==> src/rtl/pipe_stage_skid.sv <==
// Elastic pipeline-stage register built as a two-entry skid buffer with valid/ready on both sides.
// Optional performance counters are enabled by defining PIPE_STAGE_PERF_EN.
module pipe_stage_skid #(
    parameter int                 CTRL_W   = 12,
    parameter int                 DATA_W   = 186,
    parameter logic [CTRL_W-1:0]  CTRL_NOP = '0,
    parameter logic [DATA_W-1:0]  DATA_NOP = '0,
    parameter int                 CNT_W    = 32
) (
    input  logic              clk,
    input  logic              rst,
    input  logic              flush,
    input  logic              in_valid,
    output logic              in_ready,
    input  logic [CTRL_W-1:0] in_ctrl,
    input  logic [DATA_W-1:0] in_data,
    output logic              out_valid,
    input  logic              out_ready,
    output logic [CTRL_W-1:0] out_ctrl,
    output logic [DATA_W-1:0] out_data,
    output logic [CNT_W-1:0]  stall_cnt,
    output logic [CNT_W-1:0]  bubble_cnt
);

    logic              main_v_q, main_v_d;
    logic              skid_v_q, skid_v_d;
    logic              in_ready_q, in_ready_d;
    logic [CTRL_W-1:0] main_ctrl_q, main_ctrl_d;
    logic [DATA_W-1:0] main_data_q, main_data_d;
    logic [CTRL_W-1:0] skid_ctrl_q, skid_ctrl_d;
    logic [DATA_W-1:0] skid_data_q, skid_data_d;
    logic              accept;
    logic              drain;

    assign accept = in_valid & in_ready_q;
    assign drain  = main_v_q & out_ready;

    always_comb begin
        // NOTE: every always_comb output gets a default first so no path leaves it unassigned (no latch).
        main_v_d    = main_v_q;
        skid_v_d    = skid_v_q;
        main_ctrl_d = main_ctrl_q;
        main_data_d = main_data_q;
        skid_ctrl_d = skid_ctrl_q;
        skid_data_d = skid_data_q;

        if (flush) begin
            main_v_d = 1'b0;
            skid_v_d = 1'b0;
        end else if (!main_v_q || drain) begin
            if (skid_v_q) begin
                // Skid entry is older than anything at the input, so it moves up first.
                main_v_d    = 1'b1;
                main_ctrl_d = skid_ctrl_q;
                main_data_d = skid_data_q;
                skid_v_d    = accept;
                if (accept) begin
                    skid_ctrl_d = in_ctrl;
                    skid_data_d = in_data;
                end
            end else if (accept) begin
                main_v_d    = 1'b1;
                main_ctrl_d = in_ctrl;
                main_data_d = in_data;
            end else begin
                main_v_d = 1'b0;
            end
        end else if (accept) begin
            skid_v_d    = 1'b1;
            skid_ctrl_d = in_ctrl;
            skid_data_d = in_data;
        end

        // An empty main entry always carries the NOP pattern, so outputs come straight from flops.
        if (!main_v_d) begin
            main_ctrl_d = CTRL_NOP;
            main_data_d = DATA_NOP;
        end

        in_ready_d = !skid_v_d;
    end

    // NOTE: sequential state uses non-blocking assignments so every flop samples pre-edge values.
    always_ff @(posedge clk) begin
        if (rst) begin
            main_v_q    <= 1'b0;
            skid_v_q    <= 1'b0;
            in_ready_q  <= 1'b1;
            main_ctrl_q <= CTRL_NOP;
            main_data_q <= DATA_NOP;
        end else begin
            main_v_q    <= main_v_d;
            skid_v_q    <= skid_v_d;
            in_ready_q  <= in_ready_d;
            main_ctrl_q <= main_ctrl_d;
            main_data_q <= main_data_d;
        end
    end

    // NOTE: skid payload has no reset; it is only observed when skid_v_q is set.
    always_ff @(posedge clk) begin
        skid_ctrl_q <= skid_ctrl_d;
        skid_data_q <= skid_data_d;
    end

    assign in_ready  = in_ready_q;
    assign out_valid = main_v_q;
    assign out_ctrl  = main_ctrl_q;
    assign out_data  = main_data_q;

`ifdef PIPE_STAGE_PERF_EN
    logic [CNT_W-1:0] stall_cnt_q, stall_cnt_d;
    logic [CNT_W-1:0] bubble_cnt_q, bubble_cnt_d;

    // Saturating counters; flush leaves them untouched.
    always_comb begin
        stall_cnt_d  = stall_cnt_q;
        bubble_cnt_d = bubble_cnt_q;
        if (main_v_q && !out_ready && (stall_cnt_q != '1)) begin
            stall_cnt_d = stall_cnt_q + CNT_W'(1);
        end
        if (!main_v_q && (bubble_cnt_q != '1)) begin
            bubble_cnt_d = bubble_cnt_q + CNT_W'(1);
        end
    end

    always_ff @(posedge clk) begin
        if (rst) begin
            stall_cnt_q  <= '0;
            bubble_cnt_q <= '0;
        end else begin
            stall_cnt_q  <= stall_cnt_d;
            bubble_cnt_q <= bubble_cnt_d;
        end
    end

    assign stall_cnt  = stall_cnt_q;
    assign bubble_cnt = bubble_cnt_q;
`else
    assign stall_cnt  = '0;
    assign bubble_cnt = '0;
`endif

    a_skid_implies_main: assert property (@(posedge clk) disable iff (rst) skid_v_q |-> main_v_q);

endmodule

==> config.mk <==
export PLATFORM = sky130hd
export DESIGN_NAME = pipe_stage_skid
export DESIGN_NICKNAME = d
export VERILOG_FILES = /design/src/rtl/pipe_stage_skid.sv
export SDC_FILE = /design/constraint.sdc
export NUM_CORES = 1
export LEC_CHECK = 0
export BUFFER_PORTS_ARGS = -buffer_cell sky130_fd_sc_hd__buf_4
export CAP_MARGIN = 20
export CORE_MARGIN = 5
export CORE_UTILIZATION = 30
export CTS_BUF_LIST = sky130_fd_sc_hd__clkbuf_4
export DETAILED_ROUTE_END_ITERATION = 10
export HOLD_SLACK_MARGIN = 0.15
export PLACE_DENSITY = 0.62
export SLEW_MARGIN = 30
export SYNTH_ARGS = -nofsm -noshare
export SYNTH_HDL_FRONTEND = slang
export SYNTH_SLANG_ARGS = --single-unit
==> constraint.sdc <==
create_clock -name clk -period 27.6 [get_ports clk]
set_input_delay 2.76 -clock clk [delete_from_list [all_inputs] [get_ports clk]]
set_output_delay 2.76 -clock clk [all_outputs]
set_load 0.005 [all_outputs]
Yosys cells after proc, flatten, opt, wreduce, memory -nomap -nowiden

Index checks and enable logic that the tools add are counted.

Reductions and logical operators: 7
Multiply operators: 0
Add/sub/neg operators: 0
Equality and inequality tests: 1
Muxes and demuxes: 18
Magnitude comparators: 0
Divide/modulo/power cells: 0
Shift-type cells: 0
Bitwise gates (word level): 4

Operators with widths:

| kind                                         | count |
|---|---|
| 186-bit two-way mux                          | 5 |
| 12-bit two-way mux                           | 5 |
| 1-bit two-way mux                            | 8 |
| 3-bit AND reduction                          | 1 |
| 1-bit bitwise AND                            | 2 |
| 1-bit logical NOT                            | 2 |
| 2-bit inequality test, second input constant | 1 |
| 1-bit inverter                               | 2 |
| 2-bit AND reduction                          | 1 |
| 2-bit nonzero test                           | 1 |
| 2-bit OR reduction                           | 1 |
| 1-bit logical OR                             | 1 |

Output and inout port bits: 264
Logic and storage cells: 37
Input port bits: 203
Memories kept: 0
Memory bits (read-only): 0
RAM bits: 0
Flip-flop bits (word level): 399
Latch bits: 0

Logic depth before layout (Yosys ltp)

Gate-level depths: netlist of the first run.

Depth after elaboration: 7
Gate-level depth with buffers: 7
Depth with buffers taken out: 3

Worst setup path before layout of the first run

Ideal clock, no wire load.

Path kind: input port to flip-flop
From: input out_ready
To: register skid_ctrl_q[0], enable pin
Arrival: 16.747 ns
Data required time: 26.600 ns
Setup time: 1.000 ns
Buffers on the path: 2
Path slack: 9.853 ns
Stages on the path: 5
Cell sequence: nor2b_4 -> buf_6 -> clkbuf_1 -> nor2_1 -> nor3_1

Cells in the longest elaborated chain, start to end: 4

Ends and longest elaborated chain:

| element                         | RTL line | source |
|---|---|---|
| start: declaration              | 18       | `input logic out_ready,` |
| 1-bit bitwise AND               | 36       | `assign drain = main_v_q & out_ready;` |
| 1-bit logical OR                | 50       | `end else if (!main_v_q \|\| drain) begin` |
| 2-bit inequality test (no line) | n/a      |  |
| 2-bit AND reduction (no line)   | n/a      |  |
| end signal: assignment          | 102      | `skid_ctrl_q <= skid_ctrl_d;` |
| end: declaration                | 30       | `logic [CTRL_W-1:0] skid_ctrl_q, skid_ctrl_d;` |

Every way passes these cells.
A chain may end at the register's enable or synchronous reset.

Worst setup path after layout of the first run

From: input flush
To: register skid_data_q[131], enable pin

Cells in the longest elaborated chain, start to end: 2

Ends and longest elaborated chain:

| element                       | RTL line | source |
|---|---|---|
| start: declaration            | 12       | `input logic flush,` |
| 1-bit inverter (no line)      | n/a      |  |
| 2-bit AND reduction (no line) | n/a      |  |
| end signal: assignment        | 103      | `skid_data_q <= skid_data_d;` |
| end: declaration              | 31       | `logic [DATA_W-1:0] skid_data_q, skid_data_d;` |

Every way passes these cells.

==> run summary, run 1 <==
Input/output buffers = 402
GRT Overall Usage = 16.3%
Vias per cell = 5.27
Max-Cap Viols = 0
Commonest non-fill, non-tap cells in the layout = buf_4 (417), dfxtp_1 (200), a31oi_1 (198), edfxtp_1 (198), mux2_2 (188)
Clock skew = 46.6 ps
Largest cells by area after synthesis = edfxtp_1 (34%), dfxtp_1 (23%), mux2_2 (12%)
Netlist cell types = 26
Clock power share = 42.6%
CP arrival = 5520 ps
Vias = 14100
RSZ-0062 raised after global routing = no
Post-synthesis xor/xnor area fraction = 0%
Buf+Inv Stages, Crit Path = 5
Antenna violations before repair = 9
Synth top area share = 34.1%
Clock insertion delay at the later pin of the skew report = 830 ps
Layout cells sized above 1 = 43.7%
Total power = 1.32 mW
Post-Syn Area = 17500 um2
Wire length per cell = 20.7 um
Hold_buf cts = 0
Final max-slew violation count = 0
Combinational share of power = 9.3%
Fin Setup TNS = 0 ps
Slew HR = 33.7%
Number of global-route vias before repair = 14000
Post-synthesis mux area share = 12.8%
Largest family of logic cells by synthesized area = simple AND/OR/NAND/NOR gates
Clk root buf = clkbuf_4
Max incr delay on CP = 690 ps
Slowest CP cell = buf_4
Most common cell after layout, fill and taps aside = buf_4
Dpl hpwl = 32400 um
Maximum clock path buffer count = 3
Setup bufs post-CTS = 0
Num rows = 88
Post-synthesis adder-cell area fraction = 0.0573%
Final setup fails = 0
Min Tclk post-route = 5070 ps
CP startpoint kind = input port
CORE AREA = 57700 um2
Internal power = 0.993 mW
Switch Pwr = 0.327 mW
Cells after synthesis = 1446
Count of nets after finishing = 2010
CP delay by family, top = buffers and inverters
Post-synthesis sequential area ratio = 57.1%
Initial core utilization = 30.3%
CP required = 28050 ps
VDD IR-drop max = 0.0000383 V
Die area = 63100 um2
Final period utilization = 18.4%
Cell Pwr Density = 60.2 nW/um2
Critical path class = in -> reg
Post-route DRC = 0
Worst setup margin = 22530 ps
Slew @ Worst Pin = 995 ps
Die Y = 251 um
Status = finished, final reports clean
Final wirelength = 55300 um
Cell taking the most area after synthesis = edfxtp_1
First-pass GRT wire length = 83400 um
Largest net degree at the start of global routing = 101
Clk slew on worst S/H paths = 60 ps
1st-iter DRT viols = 888
Sink Count = 399
H-tree Lvls = 3
GRT overflow = 0
CTS tree = yes
Pre-CTS setup slack = 21220 ps
IO Count = 467
Post-CTS sizing = 0
Post-Synth Simple-Gate Area = 13.8%
Antenna Nets Post-Route = 0
Sequential share of power = 48.0%
Crit path capture type = register
Hold Path Class = reg -> reg
Final Hold Vio Count = 0
Avg Synthesized Cell Area = 12.1 um2
Worst-path cell chain = buf_6 > nor3_2 > buf_4 > buf_6 > buf_4 > buf_16
F_max = 197 MHz
Yosys warns = 0
Router iterations before antenna repair = 5
Core Util, Final = 38.0%
CTS Buf Count = 107
Compound-Gate Fraction of Synth Area = 7.30%
Pleak = 7.99 nW
Die width = 251 um
Critical path peak fanout = 70
Placer's final routability congestion estimate = 0.809
Syn-to-layout area delta = 25.8%
Sw Share = 24.8%
#FFs+latches synth = 399
power by group through the flow:
stage | Clock (mW) | Sequential [mW] | Combinational, mW
global placement | 0 | 0.647 | 0.119
floorplan | 0 | 0.648 | 0.0765
detailed placement | 0 | 0.647 | 0.121
global route | 0.619 | 0.634 | 0.134
finish | 0.563 | 0.634 | 0.123
CTS | 0.587 | 0.634 | 0.122
sequential cells by signal, indices dropped and copies added, names as in the netlist:
register and count:
out_data 186, in_ready 1, skid_ctrl_q 12, skid_data_q 186, out_valid 1, skid_v_q 1, out_ctrl 12
stage by stage:
stage / std cells / instance area [um2] / hold slack (ps)
after floorplan: 1509 / 17700 / 531
after CTS: 2657 / 21800 / 549
final: 2665 / 21900 / 546
after detailed placement: 2459 / 20300 / 537
after global placement: 2459 / 20300 / 530
after global routing: 2664 / 21900 / 566
cells by family (layout without fill, tap and decap cells):
logic type,Yosys count,in the layout
fa+ha+maj,1,1
mux,198,198
other cells,1,68
compound gates,201,201
flops,399,399
simple gates,405,405
buf+inv,241,628
Yosys cell counts:
master and number:
a21o_1 1, a21oi_4 1, a31oi_1 198, and2_1 2, buf_2 53, buf_4 73, buf_6 40, clkbuf_1 72
clkbuf_4 1, conb_1 1, dfxtp_1 201, edfxtp_1 198, inv_1 1, inv_2 1, maj3_1 1, mux2_1 10
mux2_2 188, nand2_1 2, nand2b_1 1, nor2_1 2, nor2b_4 1, nor3_1 187, nor3_2 12, nor4_1 186
nor4_2 12, o31ai_2 1
path summary, 6_finish.rpt:
check / from / end / slack [ps] / cells after the start
worst max register to register: skid_v_q / skid_data_q[131] / 24100 / 6
worst min register to register: out_data[152] / out_data[152] / 550 / 2
worst min-delay path: out_data[152] / out_data[152] / 550 / 2
worst max-delay path: flush / skid_data_q[131] / 22530 / 6
per-layer routing:
metal  global-route usage (%)  share of wire [%]
met1                     22.3                 44
met5                        0               0.11
met3                     5.49                9.7
met2                     23.9                 44
met4                     6.17                2.5
area by class of cell:
cell class | count | area [um2]
Fill cell | 5680 | 35700
Sequential cell | 399 | 9970
Multi-Input combinational cell | 869 | 6200
Timing Repair Buffer | 428 | 3320
Clock buffer | 171 | 1280
Tap cell | 765 | 957
Clock inverter | 27 | 193
Inverter | 2 | 12.5
Antenna cell | 4 | 10.0
tightest hold or removal path, stage by stage, from the launching register on:
cell	delay, ps
dfxtp_1	330
a31oi_1	50
nor3_2	130
Note: power is estimated with default switching activity, not from simulation.
==> run 2: changes to the inputs <==
clock period = 4.8 ns   (was 27.6 ns; I/O delays follow)
==> run 2 against run 1 <==
  * Critical path depth down 2
  * Sequential cell count unchanged
  * First-iteration DRC count up 12%
  * Critical endpoint is now skid_data_q[93]
  * Highest routed layer is now met4
==> run summary, run 2 (synthesis gave the netlist of run 1 again) <==
CTS tree = yes (unchanged)
Slew @ Worst Pin = 964 ps (was 995 ps)
GRT Overall Usage = 16.7% (was 16.3%)
Clock insertion delay at the later pin of the skew report = 850 ps (was 830 ps)
VDD IR-drop max = 0.000202 V (was 0.0000383 V)
Die area = 63100 um2 (unchanged)
Hold Path Class = in -> reg (was reg -> reg)
CP delay by family, top = buffers and inverters (unchanged)
Worst R2R End = skid_data_q[93] (was skid_data_q[131])
Clock power share = 40.6% (was 42.6%)
Worst R2R Setup Slack = 2140 ps (was 24100 ps)
Critical path peak fanout = 105 (was 70)
Input/output buffers = 402 (unchanged)
Crit path depth = 4 (was 6)
CTS Buf Count = 109 (was 107)
Fin cells = 2868 (was 2665)
Filler Cells Inserted = 5412 (was 5680)
Clock skew = 42.5 ps (was 46.6 ps)
Post-route DRC = 0 (unchanged)
Buf+Inv Stages, Crit Path = 2 (was 5)
Final wirelength = 56100 um (was 55300 um)
Placed Area = 20400 um2 (was 20300 um2)
Num rows = 88 (unchanged)
Most used cell, CP = buf_12
WHS = 314 ps (was 546 ps)
IO Count = 467 (unchanged)
Pleak = 8.78 nW (was 7.99 nW)
Max-Cap Viols = 0 (unchanged)
Worst setup margin = 2140 ps (was 22530 ps)
Worst-path cell chain = buf_12 > nor2_4 > nor3_4 > buf_12 (was buf_6 > nor3_2 > buf_4 > buf_6 > buf_4 > buf_16)
Sw Share = 25.4% (was 24.8%)
RR Startpoint = skid_v_q (unchanged)
Final max-slew violation count = 0 (unchanged)
Commonest non-fill, non-tap cells in the layout = buf_4 (410), dfxtp_1 (200), dlygate4sd3_1 (199) (was buf_4 (417), dfxtp_1 (200), a31oi_1 (198), edfxtp_1 (198), mux2_2 (188))
WHS Path Cells = 4 (was 2)
Final Hold Vio Count = 0 (unchanged)
Combinational share of power = 11.2% (was 9.3%)
Router iterations before antenna repair = 5 (unchanged)
Core Util, Final = 41.5% (was 38.0%)
GRT overflow = 0 (unchanged)
Most common cell after layout, fill and taps aside = buf_4 (unchanged)
Max incr delay on CP = 720 ps (was 690 ps)
Critical path class = reg -> reg (was in -> reg)
H-tree Lvls = 3 (unchanged)
Fin area = 23900 um2 (was 21900 um2)
Internal power = 5.65 mW (was 0.993 mW)
Sink Count = 399 (unchanged)
Status = finished, final reports clean (unchanged)
Count of nets after finishing = 2206 (was 2010)
RSZ-0062 raised after global routing = no (unchanged)
Final setup fails = 0 (unchanged)
Vias = 14800 (was 14100)
CORE AREA = 57700 um2 (unchanged)
Storage element area = 9970 um2 (unchanged)
Largest net degree at the start of global routing = 120 (was 101)
Syn-to-layout area delta = 37.1% (was 25.8%)
Min Tclk post-route = 2660 ps
Post-CTS sizing = 0 (unchanged)
Dpl hpwl = 31800 um (was 32400 um)
CP arrival = 3100 ps (was 5520 ps)
Vias per cell = 5.16 (was 5.27)
Number of global-route vias before repair = 15200 (was 14000)
Maximum clock path buffer count = 3 (unchanged)
Slew HR = 35.7% (was 33.7%)
Placed Cells = 2456 (was 2459)
CP startpoint kind = register (was input port)
Clk root buf = clkbuf_4 (unchanged)
Setup crit end = skid_data_q[93] (was skid_data_q[131])
Initial core utilization = 30.3% (unchanged)
CP required = 5240 ps (was 28050 ps)
Worst-case reg-to-reg path depth = 4 (was 6)
Wire length per cell = 19.6 um (was 20.7 um)
1st-iter DRT viols = 995 (was 888)
Cell Pwr Density = 317 nW/um2 (was 60.2 nW/um2)
Final period utilization = 55.3%
Switch Pwr = 1.93 mW (was 0.327 mW)
Die width = 251 um (unchanged)
Clk slew on worst S/H paths = 70 ps (was 60 ps)
Pre-CTS setup slack = 2100 ps (was 21220 ps)
Crit path capture type = register (unchanged)
Antenna violations before repair = 5 (was 9)
Sequential share of power = 48.1% (was 48.0%)
First-pass GRT wire length = 86900 um (was 83400 um)
Antenna Nets Post-Route = 0 (unchanged)
Layout cells sized above 1 = 39.2% (was 43.7%)
Placer's final routability congestion estimate = 0.803 (was 0.809)
Slowest CP cell = dfxtp_4 (was buf_4)
F_max = 376 MHz
Area of the multi-input gates = 6210 um2 (was 6200 um2)
Critical Path Start = skid_v_q (was flush)
Die Y = 251 um (unchanged)
==> run 2: cell types whose count changed in the layout (fill, tap and decap cells not counted), moves of 3 or more <==
cell	previous run	this run
clkinv_1	18	25
dlygate4sd3_1	0	199
diode_2	4	9
buf_16	4	1
buf_4	417	410
clkinvlp_4	0	3
buf_12	0	11
bufinv_16	3	0
buf_6	7	1
==> run 2: final cells by class <==
class / instances / area share, %
antenna: 9 / 0.0941
clock buffer: 169 / 5.30
clock inverter: 33 / 0.607
inverter: 2 / 0.0523
multi-input combinational: 869 / 26.0
sequential: 399 / 41.7
tap: 765 / 4.00
timing repair buffer: 622 / 22.3
==> run 2: worst min-delay path: stages <==
cell and delay, ps:
buf_4 120, and2_1 200, maj3_1 210, nand2_1 70
==> run 2: worst min-delay path by stage <==
stage / startpoint / end / slack (ps)
after floorplan: out_data[164] / out_data[164] / 530
after global placement: out_data[119] / out_data[119] / 530
after detailed placement: out_data[146] / out_data[146] / 530
after CTS: in_valid / in_ready / 160
after global routing: in_valid / in_ready / 230
final: in_valid / in_ready / 310
==> run 2: timing repair <==
action	4_1_cts	5_1_grt
endpoints found under the hold margin	398	0
buffers inserted	0	0
hold buffers	199	0
==> run 2: power by group through the flow <==
stage | sequential (mW) | clock, mW | combinational, mW
floorplan | 3.72 | 0 | 0.442
global placement | 3.72 | 0 | 0.687
detailed placement | 3.72 | 0 | 0.701
CTS | 3.65 | 3.20 | 0.839
global route | 3.65 | 3.38 | 0.918
finish | 3.65 | 3.08 | 0.852
==> run 2: layer usage <==
layer / vias up / GRT usage (%) / part of all wire (%)
li1: 6748 / - / -
met1: 7251 / 21.9 / 42
met2: 684 / 26.2 / 46
met3: 102 / 5.56 / 9.6
met4: 0 / 5.30 / 2.4
met5: - / 0 / 0
==> run 2: stage by stage <==
step / total power [mW] / TNS [ps]
floorplan: 4.16 / -242310
global placement: 4.41 / 0
detailed placement: 4.42 / 0
CTS: 7.69 / 0
global route: 7.95 / 0
finish: 7.58 / 0
==> run 3: changes to the inputs <==
clock period = 2.49 ns   (was 4.8 ns; I/O delays follow)
==> run 3 against run 2 <==
  * Clock power grew 100%
  * Sequential power grew 93%
  * Critical path depth increased by 4
  * Non-clock buffer count grew 238
  * Cell count is 8.1% higher
  * Wire length grew 11%
  * Register-to-register slack worse by 1700 ps
  * Combinational power grew 130%
  * Sequential share of layout area is 3.9 points lower
  * Cell area is 10% higher
  * Die area unchanged
  * Via count rose by 9.2%
==> run summary, run 3 (synthesis gave the netlist of run 1 again) <==
Status = finished, final reports clean (unchanged)
Maximum clock path buffer count = 3 (unchanged)
Critical path class = in -> reg (was reg -> reg)
Router iterations before antenna repair = 7 (was 5)
GRT overflow = 0 (unchanged)
Storage element area = 9970 um2 (about the same)
Dpl hpwl = 35300 um (was 31800 um)
CTS tree = yes (unchanged)
Num rows = 88 (unchanged)
Final setup fails = 0 (unchanged)
Clock skew = 55.1 ps (was 42.5 ps)
Total power = 15.2 mW (was 7.58 mW)
GRT Overall Usage = 18.6% (was 16.7%)
Critical path peak fanout = 76 (was 105)
CP startpoint kind = input port (was register)
Clk slew on worst S/H paths = 70 ps (about the same)
Count of nets after finishing = 2444 (was 2206)
CP arrival = 3130 ps (was 3100 ps)
CP required = 3210 ps (was 5240 ps)
RSZ-0062 raised after global routing = no (unchanged)
F_max = 415 MHz
Die Y = 251 um (unchanged)
Layout cells sized above 1 = 37.1% (was 39.2%)
Antenna violations before repair = 4 (was 5)
Die width = 251 um (unchanged)
Largest net degree at the start of global routing = 111 (was 120)
First-pass GRT wire length = 95700 um (was 86900 um)
Sink Count = 399 (unchanged)
Vias per cell = 5.21 (was 5.16)
CORE AREA = 57700 um2 (unchanged)
Hold Path Class = in -> reg (unchanged)
Pleak = 9.89 nW (was 8.78 nW)
Final period utilization = 96.8%
Final max-slew violation count = 0 (unchanged)
Area of the multi-input gates = 6210 um2 (unchanged)
Crit path capture type = register (unchanged)
Min Tclk post-route = 2410 ps
1st-iter DRT viols = 1133 (was 995)
Cell Pwr Density = 577 nW/um2 (was 317 nW/um2)
Slew @ Worst Pin = 699 ps (was 964 ps)
Post-route DRC = 0 (unchanged)
Wire length per cell = 20.2 um (was 19.6 um)
Number of global-route vias before repair = 16700 (was 15200)
H-tree Lvls = 3 (unchanged)
Max-Cap Viols = 0 (unchanged)
Clock insertion delay at the later pin of the skew report = 830 ps (was 850 ps)
Placer's final routability congestion estimate = 0.834 (was 0.803)
Input/output buffers = 402 (unchanged)
Slew HR = 53.4% (was 35.7%)
Antenna Nets Post-Route = 0 (unchanged)
Initial core utilization = 30.3% (unchanged)
VDD IR-drop max = 0.000350 V (was 0.000202 V)
Clk root buf = clkbuf_4 (unchanged)
Commonest non-fill, non-tap cells in the layout = buf_4 (435), dlygate4sd3_1 (402), dfxtp_1 (199) (was buf_4 (410), dfxtp_1 (200), dlygate4sd3_1 (199))
Final Hold Vio Count = 0 (unchanged)
Most common cell after layout, fill and taps aside = buf_4 (unchanged)
IO Count = 467 (unchanged)
Die area = 63100 um2 (unchanged)
CTS Buf Count = 109 (unchanged)
Final wirelength = 62500 um (was 56100 um)
Filler Cells Inserted = 5103 (was 5412)
Syn-to-layout area delta = 51.1% (was 37.1%)
Core Util, Final = 45.7% (was 41.5%)
Vias = 16100 (was 14800)
run 3: cell count changes in the layout (fill, tap and decap cells not counted), sizes merged, moves of 6 or more:
cell / before / now
clkbuf: 169 / 177
clkinv: 31 / 23
buf: 423 / 458
diode: 9 / 3
dlygate4sd3: 199 / 402
run 3: layout make-up:
class	count	share of cell area (%)
flip-flops and latches	399	37.8
repair buffers	860	29.3
multi-input cells	869	23.6
clock buffers	177	5.04
well taps	765	3.63
clock inverters	26	0.536
inverters	2	0.0474
diodes	3	0.0285
run 3: path summary, 6_finish.rpt:
| path | from | endpoint | slack (ps) | cells after the start |
|---|---|---|---|---|
| hold / removal | in_data[55] | skid_data_q[55] | 280 | 2 |
| hold reg to reg | out_data[121] | out_data[121] | 540 | 2 |
| setup / recovery | rst | out_data[127] | 80 | 8 |
| setup reg to reg | skid_v_q | out_data[156] | 470 | 5 |
run 3: routing by layer:
layer / global-route usage [%] / up-vias / share of wire [%]
met1: 23.7 / 7872 / 40
met3: 5.52 / 149 / 9.4
met4: 7.17 / 2 / 2.9
li1: - / 7232 / -
met5: 0 / - / 0.027
met2: 29.9 / 887 / 48
run 3: through the flow:
stage	setup WS (ps)	TNS, ps	cells	hold WS, ps	area (um2)
3_5_place_dp	546	0	2493	438	20900
3_3_place_gp	591	0	2493	436	20900
4_1_cts	290	0	3098	163	26400
6_report	79.1	0	3101	282	26400
2_1_floorplan	-3420	-677090	1509	348	17700
5_1_grt	91.0	0	3101	204	26400
run 3: worst max-delay path: stages:
cell           delay (ps)
dlygate4sd3_1         540
buf_4                 140
dlygate4sd3_1         570
nor2_1                 80
dlygate4sd3_1         650
o31ai_4               200
buf_12                220
nor3_1                320
run 3: power by group:
part	leakage, nW	total, mW	switching [mW]	internal, mW
registers	3.41	7.03	0.0526	6.98
logic	5.59	1.97	0.902	1.07
clock network	0.881	6.23	2.92	3.31
total	9.89	15.2	3.88	11.4
run 3: what timing repair did:
action	4_1_cts	5_1_grt
hold buffers	402	0
gates resized for setup	0	0
setup buffers	0	0
hold endpoints to repair	439	0
